## config.mk

```make
export PLATFORM = sky130hd
export DESIGN_NAME = logs_popcount_acc_flat
export DESIGN_NICKNAME = d
export VERILOG_FILES = /design/src/rtl/logs_popcount_acc_if.sv /design/src/rtl/logs_popcount_acc.sv /design/src/flat_wrapper.sv
export SDC_FILE = /design/constraint.sdc
export NUM_CORES = 1
export LEC_CHECK = 0
export CORE_ASPECT_RATIO = 0.5
export CORE_MARGIN = 1
export CORE_UTILIZATION = 40
export DETAILED_ROUTE_END_ITERATION = 8
export DONT_BUFFER_PORTS = 1
export MAX_ROUTING_LAYER = met4
export SLEW_MARGIN = 20
export SYNTH_ARGS = -nofsm -noshare
export SYNTH_HDL_FRONTEND = slang
export SYNTH_SLANG_ARGS = --single-unit
export TNS_END_PERCENT = 20
```

## constraint.sdc

```tcl
create_clock -name clk -period 5.1 [get_ports clk]
set_input_delay 1.02 -clock clk [delete_from_list [all_inputs] [get_ports clk]]
set_output_delay 1.02 -clock clk [all_outputs]
set_load 0.02 [all_outputs]
```

## src/rtl/logs_popcount_acc_if.sv

```systemverilog
// Word-in / result-out handshake bundle for the multi-word popcount accumulator.
// Valid/ready: a transfer happens on a rising edge where valid && ready; the sender holds its payload stable while valid && !ready.
interface logs_popcount_acc_if #(
  parameter int NBITS = 16,
  parameter int CW    = 8
);
  logic [NBITS-1:0] in_word;
  logic             in_last;
  logic             in_valid;
  logic             in_ready;
  logic [CW-1:0]    thresh;
  logic [CW-1:0]    out_count;
  logic             out_ge;
  logic             out_overflow;
  logic             out_valid;
  logic             out_ready;

  modport master (
    output in_word, in_last, in_valid, thresh, out_ready,
    input  in_ready, out_count, out_ge, out_overflow, out_valid
  );

  modport slave (
    input  in_word, in_last, in_valid, thresh, out_ready,
    output in_ready, out_count, out_ge, out_overflow, out_valid
  );
endinterface

```

## src/rtl/logs_popcount_acc.sv

```systemverilog
// Sequential popcount over a frame of NBITS-wide words, CHUNK bits per cycle,
// with a registered total, threshold compare and overflow flag per frame.
module logs_popcount_acc #(
  parameter int NBITS    = 16,
  parameter int CHUNK    = 4,
  parameter int MAXWORDS = 8
) (
  input  logic                 clk,
  input  logic                 rst,
  logs_popcount_acc_if.slave   bus,
  output logic [1:0]           state_dbg
);
  localparam int CW  = $clog2(NBITS*MAXWORDS+1);
  localparam int NCH = NBITS / CHUNK;
  localparam int IW  = (NCH > 1) ? $clog2(NCH) : 1;
  localparam int PW  = $clog2(CHUNK+1);
  localparam int WW  = $clog2(MAXWORDS+2);

  typedef enum logic [1:0] {IDLE = 2'd0, SCAN = 2'd1, DONE = 2'd2} state_t;

  state_t           state_q, state_d;
  logic [NBITS-1:0] word_q;
  logic             last_q;
  logic [CW-1:0]    thr_q;
  logic [CW-1:0]    acc;
  logic [WW-1:0]    wcnt;
  logic             ovf;
  logic [IW-1:0]    idx;
  logic [PW-1:0]    pc;
  logic [CW-1:0]    acc_nx;
  logic             skip;
  logic             last_add;

  // The word register shifts right each scan cycle, so the current chunk is always the low bits.
  always_comb begin
    pc = '0;
    for (int i = 0; i < CHUNK; i++) pc = pc + PW'(word_q[i]);
  end

  // Words beyond MAXWORDS still take their scan cycles but contribute nothing.
  assign skip     = (wcnt >= WW'(MAXWORDS));
  assign acc_nx   = skip ? acc : acc + CW'(pc);
  assign last_add = (idx == IW'(NCH-1));

  always_comb begin
    state_d = state_q;
    case (state_q)
      IDLE:    if (bus.in_valid) state_d = SCAN;
      SCAN:    if (last_add) state_d = last_q ? DONE : IDLE;
      DONE:    if (bus.out_ready) state_d = IDLE;
      default: state_d = IDLE;
    endcase
  end

  assign bus.in_ready  = (state_q == IDLE) && !rst;
  assign bus.out_valid = (state_q == DONE);
  assign state_dbg     = state_q;

  always_ff @(posedge clk) begin
    if (rst) begin
      state_q          <= IDLE;
      word_q           <= '0;
      last_q           <= 1'b0;
      thr_q            <= '0;
      acc              <= '0;
      wcnt             <= '0;
      ovf              <= 1'b0;
      idx              <= '0;
      bus.out_count    <= '0;
      bus.out_ge       <= 1'b0;
      bus.out_overflow <= 1'b0;
    end else begin
      state_q <= state_d;
      case (state_q)
        IDLE: begin
          if (bus.in_valid) begin
            word_q <= bus.in_word;
            last_q <= bus.in_last;
            idx    <= '0;
            if (wcnt == '0) thr_q <= bus.thresh;
            if (skip) ovf <= 1'b1;
          end
        end
        SCAN: begin
          acc    <= acc_nx;
          word_q <= word_q >> CHUNK;
          idx    <= idx + IW'(1);
          if (last_add) begin
            idx <= '0;
            if (wcnt <= WW'(MAXWORDS)) wcnt <= wcnt + WW'(1);
            if (last_q) begin
              bus.out_count    <= acc_nx;
              bus.out_ge       <= (acc_nx >= thr_q);
              bus.out_overflow <= ovf;
            end
          end
        end
        DONE: begin
          if (bus.out_ready) begin
            acc  <= '0;
            wcnt <= '0;
            ovf  <= 1'b0;
          end
        end
        default: ;
      endcase
    end
  end
endmodule

```

## src/flat_wrapper.sv

```systemverilog
// flat-port wrapper written by rule: the top's interface ports become plain ports
module logs_popcount_acc_flat 
#(
  parameter int NBITS    = 16,
  parameter int CHUNK    = 4,
  parameter int MAXWORDS = 8
)
  (clk, rst, state_dbg, bus_in_word, bus_in_last, bus_in_valid, bus_thresh, bus_out_ready, bus_in_ready, bus_out_count, bus_out_ge, bus_out_overflow, bus_out_valid);
  logs_popcount_acc_if #(.NBITS(NBITS), .CW((8))) bus_i ();
  input  logic clk;
  input  logic rst;
  output logic [1:0] state_dbg;
  input wire logic [$bits(bus_i.in_word)-1:0] bus_in_word;
  input wire logic [$bits(bus_i.in_last)-1:0] bus_in_last;
  input wire logic [$bits(bus_i.in_valid)-1:0] bus_in_valid;
  input wire logic [$bits(bus_i.thresh)-1:0] bus_thresh;
  input wire logic [$bits(bus_i.out_ready)-1:0] bus_out_ready;
  output wire logic [$bits(bus_i.in_ready)-1:0] bus_in_ready;
  output wire logic [$bits(bus_i.out_count)-1:0] bus_out_count;
  output wire logic [$bits(bus_i.out_ge)-1:0] bus_out_ge;
  output wire logic [$bits(bus_i.out_overflow)-1:0] bus_out_overflow;
  output wire logic [$bits(bus_i.out_valid)-1:0] bus_out_valid;
  assign bus_i.in_word = bus_in_word;
  assign bus_i.in_last = bus_in_last;
  assign bus_i.in_valid = bus_in_valid;
  assign bus_i.thresh = bus_thresh;
  assign bus_i.out_ready = bus_out_ready;
  assign bus_in_ready = bus_i.in_ready;
  assign bus_out_count = bus_i.out_count;
  assign bus_out_ge = bus_i.out_ge;
  assign bus_out_overflow = bus_i.out_overflow;
  assign bus_out_valid = bus_i.out_valid;
  logs_popcount_acc #(.NBITS(NBITS), .CHUNK(CHUNK), .MAXWORDS(MAXWORDS)) u_core (.clk(clk), .rst(rst), .bus(bus_i), .state_dbg(state_dbg));
endmodule
```

==> results of run 1 <==
-- critical path: cells and delay by family (launching register included) --
family | cells | cell delay (ns)
simple gates | 3 | 0.70
fa+ha+maj | 5 | 1.44
compound gates | 2 | 0.60
flops | 1 | 0.31
xor+xnor | 1 | 0.25
buf+inv | 3 | 0.17
-- flip-flops by register name, indices dropped and copies added, names as in the netlist --
| signal | cells |
|---|---|
| u_core.bus.out_ge | 1 |
| u_core.wcnt | 4 |
| u_core.acc | 8 |
| u_core.last_q | 1 |
| u_core.bus.out_overflow | 1 |
| u_core.idx | 2 |
| u_core.bus.out_count | 8 |
| u_core.ovf | 1 |
| u_core.word_q | 16 |
| u_core.thr_q | 8 |
| u_core.state_dbg | 2 |
-- through the flow --
| step | std cells | power [mW] |
|---|---|---|
| floorplan | 310 | 0.539 |
| global placement | 381 | 0.556 |
| detailed placement | 381 | 0.558 |
| CTS | 389 | 0.897 |
| global route | 389 | 0.931 |
| finish | 389 | 0.884 |
-- cells by family (layout without fill, tap and decap cells) --
family | Yosys count | count (layout) | share of synthesized area, %
AND/OR/NAND/NOR | 124 | 124 | 22.4
AO/OA/AOI/OAI | 57 | 57 | 15.3
flip-flops | 52 | 52 | 40.0
buffers and inverters | 41 | 32 | 6.45
adder cells (fa/ha/maj) | 18 | 18 | 9.24
multiplexers | 10 | 10 | 3.85
XOR/XNOR | 8 | 8 | 2.70
-- cell usage after synthesis, drive strengths merged, types with 5 or more instances --
cell / count
a211oi: 6
inv: 22
nand2b: 7
a21oi: 20
xnor2: 6
nor2: 42
clkbuf: 11
dfxtp: 52
nor3: 5
mux2i: 10
nand2: 42
nand3: 9
buf: 8
a311oi: 13
ha: 16
-- where the power goes --
group | switching (mW) | leakage, nW | total, mW | internal, mW
Combinational | 0.0650 | 0.589 | 0.109 | 0.0442
Clock | 0.140 | 0.0712 | 0.336 | 0.196
Sequential | 0.0126 | 0.424 | 0.439 | 0.426
Total | 0.218 | 1.08 | 0.884 | 0.666
-- metal layers --
layer  global-route usage (%)  wire length, um  vias to the layer above
li1                         -                -                     1041
met1                     22.8             2650                      965
met2                     28.9             2420                       54
met3                     5.32              329                        4
met4                     6.59               56                        0
met5                        -                0                        -
-- worst max path at each step --
stage,slack (ns),cells past startpoint,endpoint,startpoint
after floorplan,1.83,14,u_core.bus.out_ge,u_core.word_q[0]
after global placement,1.59,14,u_core.bus.out_ge,u_core.word_q[0]
after detailed placement,1.54,14,u_core.bus.out_ge,u_core.word_q[0]
after CTS,1.52,14,u_core.bus.out_ge,u_core.word_q[0]
after global routing,1.33,14,u_core.bus.out_ge,u_core.word_q[0]
final,1.55,14,u_core.bus.out_ge,u_core.word_q[0]
-- cell type report --
| type | count | area (um2) |
|---|---|---|
| tap | 88 | 110 |
| clock buffer | 8 | 146 |
| inverter | 22 | 82.6 |
| sequential | 52 | 1040 |
| fill | 637 | 3390 |
| timing repair buffer | 2 | 15.0 |
| multi-input combinational | 217 | 1390 |
==> flow_summary.rst, run 1 <==
.. list-table::
   :header-rows: 1

   * - Metric
     - Value
   * - Worst hold-check slack
     - 0.466 ns
   * - Critical path's most frequent cell
     - sky130_fd_sc_hd__ha_1
   * - Slowest stage delay, CP
     - 0.49 ns
   * - Total overflow reported by the global router
     - 0
   * - Std-Cell Rows
     - 20
   * - Critical path cell sequence
     - ha_1, inv_1, fa_1, inv_1, ha_1, ha_1, a211oi_1, nor4b_2, xnor2_1, inv_1, ha_1, nand2_1, or4_1, a211oi_1
   * - Required arrival time at the worst endpoint
     - 5.31 ns
   * - Global-route wire length before repair
     - 9260 um
   * - Critical Path Fanout Max
     - 3
   * - Arrival time reported for the critical path endpoint
     - 3.76 ns
   * - Most frequent standard cell in the layout excluding fill and tap cells
     - sky130_fd_sc_hd__dfxtp_1
   * - Post-synthesis register bit count
     - 52
   * - Number of max-capacitance violations reported
     - 0
   * - Total nets after synthesis
     - 357
   * - Initial Utilization
     - 42.1%
   * - Top FF cell, synth
     - sky130_fd_sc_hd__dfxtp_1
   * - Post-synthesis async set-or-reset flop share
     - 0%
   * - Post-CTS Repair Setup Buffers
     - 0
   * - Achievable clock frequency
     - 281 MHz
   * - # IOs
     - 43
   * - Worst rel slew slack
     - 49.1%
   * - Detailed-placement wirelength estimate
     - 3860 um
   * - Via/cell ratio
     - 5.31
   * - Number of clock sinks
     - 52
   * - Cell area after layout
     - 0.00279 mm2
   * - Clock transition at the registers of the reported paths
     - 0.06 ns
   * - Path depth of the worst reg2reg path
     - 14
   * - Layout cells sized above 1
     - 3.99%
   * - Antenna violations before repair
     - 0
   * - Reg2reg end
     - u_core.bus.out_ge
   * - RSZ-0062 raised after global routing
     - false
   * - Antenna Cells
     - 0
   * - PostCTS Resize Cnt
     - 0
   * - Avg Inst Size Synth
     - 8.39 um2
   * - Start-to-end type of the worst setup path
     - reg2reg
   * - Biggest area consumer among synthesized cells
     - sky130_fd_sc_hd__dfxtp_1
   * - Min Tclk post-route
     - 3.55 ns
   * - Number of failing setup endpoints in the final timing report
     - 0
   * - Final number of max-transition violations
     - 0
   * - Area share of the largest cell type after synthesis
     - 40.0%
   * - Total number of yosys warnings
     - 0
   * - Horizontal die dimension
     - 116 um
   * - Hold depth
     - 2
   * - Port bufs
     - 0
   * - Largest buffer count on any clock path
     - 2
   * - Transition time at the pin with the least slew margin
     - 0.762 ns
   * - Area of the die
     - 0.00685 mm2
   * - Crit path launch type
     - register
   * - Cell with the biggest individual delay on the critical path
     - sky130_fd_sc_hd__or4_1
   * - Min-Delay Path Class
     - reg2reg
   * - Unique cell type count in the Yosys netlist
     - 40
   * - Worst setup EP type
     - register
   * - Share of the core filled with cells in the final layout
     - 45.1%
   * - Share of the clock period used by the worst path
     - 69.7%
   * - Reg2Reg Launch Point
     - u_core.word_q[0]
   * - Area of the core
     - 0.00618 mm2
   * - CTS H-Tree Depth
     - 2
   * - Netlist Area Pre-Place
     - 0.00260 mm2
   * - Minimum setup slack in the final design
     - 1.55 ns
   * - Root Driver
     - sky130_fd_sc_hd__clkbuf_16
   * - Final clock skew
     - 0.00370 ns
   * - Total of hold buffers inserted after clock tree synthesis
     - 0
   * - CTS Buf Count
     - 5
   * - Routability congestion estimate from global placement
     - 0.838
   * - Biggest area contributors in the synthesized netlist
     - sky130_fd_sc_hd__dfxtp_1 (40%), sky130_fd_sc_hd__ha_1 (7.7%), sky130_fd_sc_hd__nand2_1 (6.1%), sky130_fd_sc_hd__nor2_1 (6.1%), sky130_fd_sc_hd__a311oi_1 (4.4%)
   * - Remaining number of nets flagged by the antenna check after routing
     - 0
   * - Maximum number of pins on one net before global-route repair
     - 55
   * - Total power density per cell area
     - 317 mW/mm2
   * - Net count, final
     - 347
   * - TritonRoute pass-1 iters
     - 4
   * - Post-detailed-routing wire length
     - 5460 um
   * - EDFF count, synth
     - 0
   * - Synth Instances
     - 310
   * - Number of global-route vias before repair
     - 1,971
   * - Sequential-to-total area share from yosys stat
     - 40.0%
   * - Wire length per cell after detailed routing
     - 14.0 um
   * - Synth-to-Final Area Change
     - 7.17%
   * - Run status
     - complete, no violations
   * - Placed standard-cell area
     - 0.00264 mm2
   * - Total vias in the final route
     - 2,064
   * - Pre-CTS WS
     - 1.54 ns
   * - TritonCTS clock tree
     - yes
   * - Peak ir drop on the vdd network
     - 0.000162 V
   * - Static leakage
     - 1.08 nW
   * - Overall track demand over capacity in global routing
     - 18.4%
   * - Worst Hold Launch
     - u_core.word_q[13]
   * - Endpoint, Worst Hold
     - u_core.word_q[13]
   * - 1st-iter DRT viols
     - 45
   * - DRC Markers
     - 0
   * - Height of the die
     - 59.0 um
   * - Latest clock arrival within the worst-skew pair
     - 0.29 ns
   * - Leading cell types in the layout, fill and taps excluded
     - sky130_fd_sc_hd__dfxtp_1 (52), sky130_fd_sc_hd__nand2_1 (42), sky130_fd_sc_hd__nor2_1 (42)
   * - Final-layout setup total negative slack
     - 0 ns
   * - Hold Vio Cnt, Final
     - 0
   * - Minimum setup slack among reg-to-reg paths
     - 1.55 ns
Power figures use the tool's default switching activity.
==> run 2: changes to the inputs <==
Clock period 5.1 ns to 3.4 ns, I/O delays scaled along.
==> flow_summary.rst, run 2 (synthesized netlist as in run 1, its figures left out) <==
.. list-table::
   :header-rows: 1

   * - Metric
     - Value
   * - Area of the die
     - 0.00685 mm2 (unchanged)
   * - Remaining number of nets flagged by the antenna check after routing
     - 0 (unchanged)
   * - Number of global-route vias before repair
     - 2,106 (was 1,971)
   * - Antenna Cells
     - 0 (unchanged)
   * - Sequential cell fraction of total power
     - 47.8% (was 49.6%)
   * - Static leakage
     - 1.24 nW (was 1.08 nW)
   * - Endpoint, Worst Hold
     - u_core.bus.out_ge (was u_core.word_q[13])
   * - Hold depth
     - 1 (was 2)
   * - Port bufs
     - 0 (unchanged)
   * - Number of max-capacitance violations reported
     - 0 (unchanged)
   * - TritonCTS clock tree
     - yes (unchanged)
   * - Layout cells sized above 1
     - 18.0% (was 3.99%)
   * - Wire length per cell after detailed routing
     - 14.4 um (was 14.0 um)
   * - Clock group share of total power
     - 37.2% (was 38.0%)
   * - Root Driver
     - sky130_fd_sc_hd__clkbuf_16 (unchanged)
   * - # IOs
     - 43 (unchanged)
   * - Register containing the most flip-flops in the final layout
     - u_core.word_q (unchanged)
   * - Met1 track demand over resource
     - 23.1% (was 22.8%)
   * - Reg2reg end
     - u_core.bus.out_ge (unchanged)
   * - Total overflow reported by the global router
     - 0 (unchanged)
   * - Worst hold-check slack
     - 0.444 ns (was 0.466 ns)
   * - Cell Count Post-Placement
     - 392 (was 381)
   * - Flip-flop count of the largest register after layout
     - 16 (unchanged)
   * - Latest clock arrival within the worst-skew pair
     - 0.30 ns (was 0.29 ns)
   * - Min-Delay Path Class
     - in2reg (was reg2reg)
   * - Peak ir drop on the vdd network
     - 0.000226 V (was 0.000162 V)
   * - Run status
     - complete, no violations (unchanged)
   * - Height of the die
     - 59.0 um (unchanged)
   * - Portion of total power attributed to combinational logic
     - 15.0% (was 12.4%)
   * - Worst setup EP type
     - register (unchanged)
   * - Final number of max-transition violations
     - 0 (unchanged)
   * - Global-route track usage on met2
     - 31.5% (was 28.9%)
   * - Leading cell types in the layout, fill and taps excluded
     - sky130_fd_sc_hd__dfxtp_1 (50), sky130_fd_sc_hd__nand2_1 (42), sky130_fd_sc_hd__nor2_1 (42) (was sky130_fd_sc_hd__dfxtp_1 (52), sky130_fd_sc_hd__nand2_1 (42), sky130_fd_sc_hd__nor2_1 (42))
   * - Met3 Use GR
     - 6.03% (was 5.32%)
   * - CTS Buf Count
     - 5 (unchanged)
   * - Finished Layout Cells
     - 410 (was 389)
   * - Start-to-end type of the worst setup path
     - reg2reg (unchanged)
   * - DRC Markers
     - 0 (unchanged)
   * - Cell with the biggest individual delay on the critical path
     - sky130_fd_sc_hd__or4_4 (was sky130_fd_sc_hd__or4_1)
   * - Worst Hold Launch
     - rst (was u_core.word_q[13])
   * - Area of the core
     - 0.00618 mm2 (unchanged)
   * - Final-layout setup total negative slack
     - 0 ns (unchanged)
   * - Required arrival time at the worst endpoint
     - 3.62 ns (was 5.31 ns)
   * - Final clock skew
     - 0.00646 ns (was 0.00370 ns)
   * - Share of the clock period used by the worst path
     - 97.1% (was 69.7%)
   * - Minimum setup slack among reg-to-reg paths
     - 0.1 ns (was 1.55 ns)
   * - Achievable clock frequency
     - 303 MHz (was 281 MHz)
   * - Post-detailed-routing wire length
     - 5900 um (was 5460 um)
   * - Buffers & Inverters on Critical Path
     - 3 (unchanged)
   * - Largest buffer count on any clock path
     - 2 (unchanged)
   * - Worst rel slew slack
     - 54.1% (was 49.1%)
   * - Reg2Reg Launch Point
     - u_core.word_q[0] (unchanged)
   * - Total of hold buffers inserted after clock tree synthesis
     - 0 (unchanged)
   * - Antenna violations before repair
     - 0 (unchanged)
   * - Critical Path Fanout Max
     - 2 (was 3)
   * - Slowest stage delay, CP
     - 0.53 ns (was 0.49 ns)
   * - Overall power
     - 1.39 mW (was 0.884 mW)
   * - Detailed-placement wirelength estimate
     - 3900 um (was 3860 um)
   * - Net count, final
     - 368 (was 347)
   * - Hold Vio Cnt, Final
     - 0 (unchanged)
   * - Synth-to-Final Area Change
     - 19.6% (was 7.17%)
   * - 1st-iter DRT viols
     - 77 (was 45)
   * - Switching part of the total power
     - 26.0% (was 24.6%)
   * - Share of the core filled with cells in the final layout
     - 50.3% (was 45.1%)
   * - Overall track demand over capacity in global routing
     - 19.2% (was 18.4%)
   * - Design internal power
     - 1.03 mW (was 0.666 mW)
   * - Number of fill cells
     - 612 (was 637)
   * - Initial Utilization
     - 42.1% (unchanged)
   * - Arrival time reported for the critical path endpoint
     - 3.52 ns (was 3.76 ns)
   * - Total power density per cell area
     - 446 mW/mm2 (was 317 mW/mm2)
   * - Routability congestion estimate from global placement
     - 0.840 (was 0.838)
   * - Via/cell ratio
     - 5.20 (was 5.31)
   * - Total vias in the final route
     - 2,134 (was 2,064)
   * - TritonRoute pass-1 iters
     - 4 (unchanged)
   * - Most frequent standard cell in the layout excluding fill and tap cells
     - sky130_fd_sc_hd__dfxtp_1 (unchanged)
   * - Crit path launch type
     - register (unchanged)
   * - Min Tclk post-route
     - 3.30 ns (was 3.55 ns)
   * - Global-route wire length before repair
     - 9660 um (was 9260 um)
   * - Busiest metal layer after global routing
     - met2 (unchanged)
   * - Critical path cell sequence
     - ha_4, inv_2, fa_2, inv_2, ha_4, inv_1, fa_2, nor2b_4, o2111ai_2, xnor2_2, ha_1, nand2_1, or4_4, a211oi_2 (was ha_1, inv_1, fa_1, inv_1, ha_1, ha_1, a211oi_1, nor4b_2, xnor2_1, inv_1, ha_1, nand2_1, or4_1, a211oi_1)
   * - Std-Cell Rows
     - 20 (unchanged)
   * - CTS H-Tree Depth
     - 2 (unchanged)
   * - Number of failing setup endpoints in the final timing report
     - 0 (unchanged)
   * - Path depth of the worst reg2reg path
     - 14 (unchanged)
   * - Number of clock sinks
     - 52 (unchanged)
   * - Maximum number of pins on one net before global-route repair
     - 55 (unchanged)
   * - Clock transition at the registers of the reported paths
     - 0.07 ns (was 0.06 ns)
   * - Horizontal die dimension
     - 116 um (unchanged)
   * - Net switching component of the power
     - 0.360 mW (was 0.218 mW)
   * - Transition time at the pin with the least slew margin
     - 0.687 ns (was 0.762 ns)
   * - Category of cells accounting for the largest share of critical-path delay
     - adder cells (unchanged)
==> run 2: cell types whose count changed in the layout (fill, tap and decap cells not counted), moves of 4 or more <==
cell	change
sky130_fd_sc_hd__buf_4	+21
sky130_fd_sc_hd__ha_1	-5
sky130_fd_sc_hd__ha_4	+5
sky130_fd_sc_hd__inv_1	-4
sky130_fd_sc_hd__inv_2	+4
==> run 2: worst max-delay path by stage <==
stage	startpoint	endpoint	slack [ns]	cells past startpoint
3_5_place_dp	u_core.word_q[0]	u_core.bus.out_ge	-0.16	15
6_report	u_core.word_q[0]	u_core.bus.out_ge	0.1	14
5_1_grt	u_core.word_q[1]	u_core.bus.out_ge	-0.02	13
2_1_floorplan	u_core.word_q[0]	u_core.bus.out_ge	0.13	14
3_3_place_gp	u_core.word_q[0]	u_core.bus.out_ge	-0.004	15
4_1_cts	u_core.word_q[1]	u_core.bus.out_ge	0.01	14
==> run 2: routing by layer <==
metal	up-vias	wire length, um
li1	1081	-
met1	1008	2770
met2	40	2760
met3	5	328
met4	0	53
met5	-	0
==> run 2: area by class of cell <==
| class | instances | area, um2 | area share, % |
|---|---|---|---|
| timing repair buffer | 23 | 173 | 5.55 |
| multi-input combinational | 217 | 1550 | 49.9 |
| sequential | 52 | 1040 | 33.6 |
| inverter | 22 | 82.6 | 2.66 |
| tap | 88 | 110 | 3.54 |
| clock inverter | 2 | 10.0 | 0.322 |
| clock buffer | 6 | 139 | 4.47 |
==> run 2: stage by stage <==
stage	setup slack (ns)	instance area, um2
floorplan	0.126	2600
global placement	-0.00356	2720
detailed placement	-0.162	2720
CTS	0.0124	3050
global route	-0.0245	3110
finish	0.0987	3110
==> run 2: power groups by stage <==
stage                     clock [mW]  sequential [mW]  combinational [mW]
after floorplan                    0            0.667               0.142
after global placement             0            0.671               0.171
after detailed placement           0            0.673               0.173
after CTS                      0.528            0.662               0.197
after global routing           0.556            0.665               0.243
final                          0.515            0.663               0.208
==> run 2: repair_timing <==
item | 4_1_cts | 5_1_grt
setup endpoints to repair | 1 | 2
gates resized for setup | 21 | 9
setup buffers | 9 | 2
pin swaps | 8 | 6
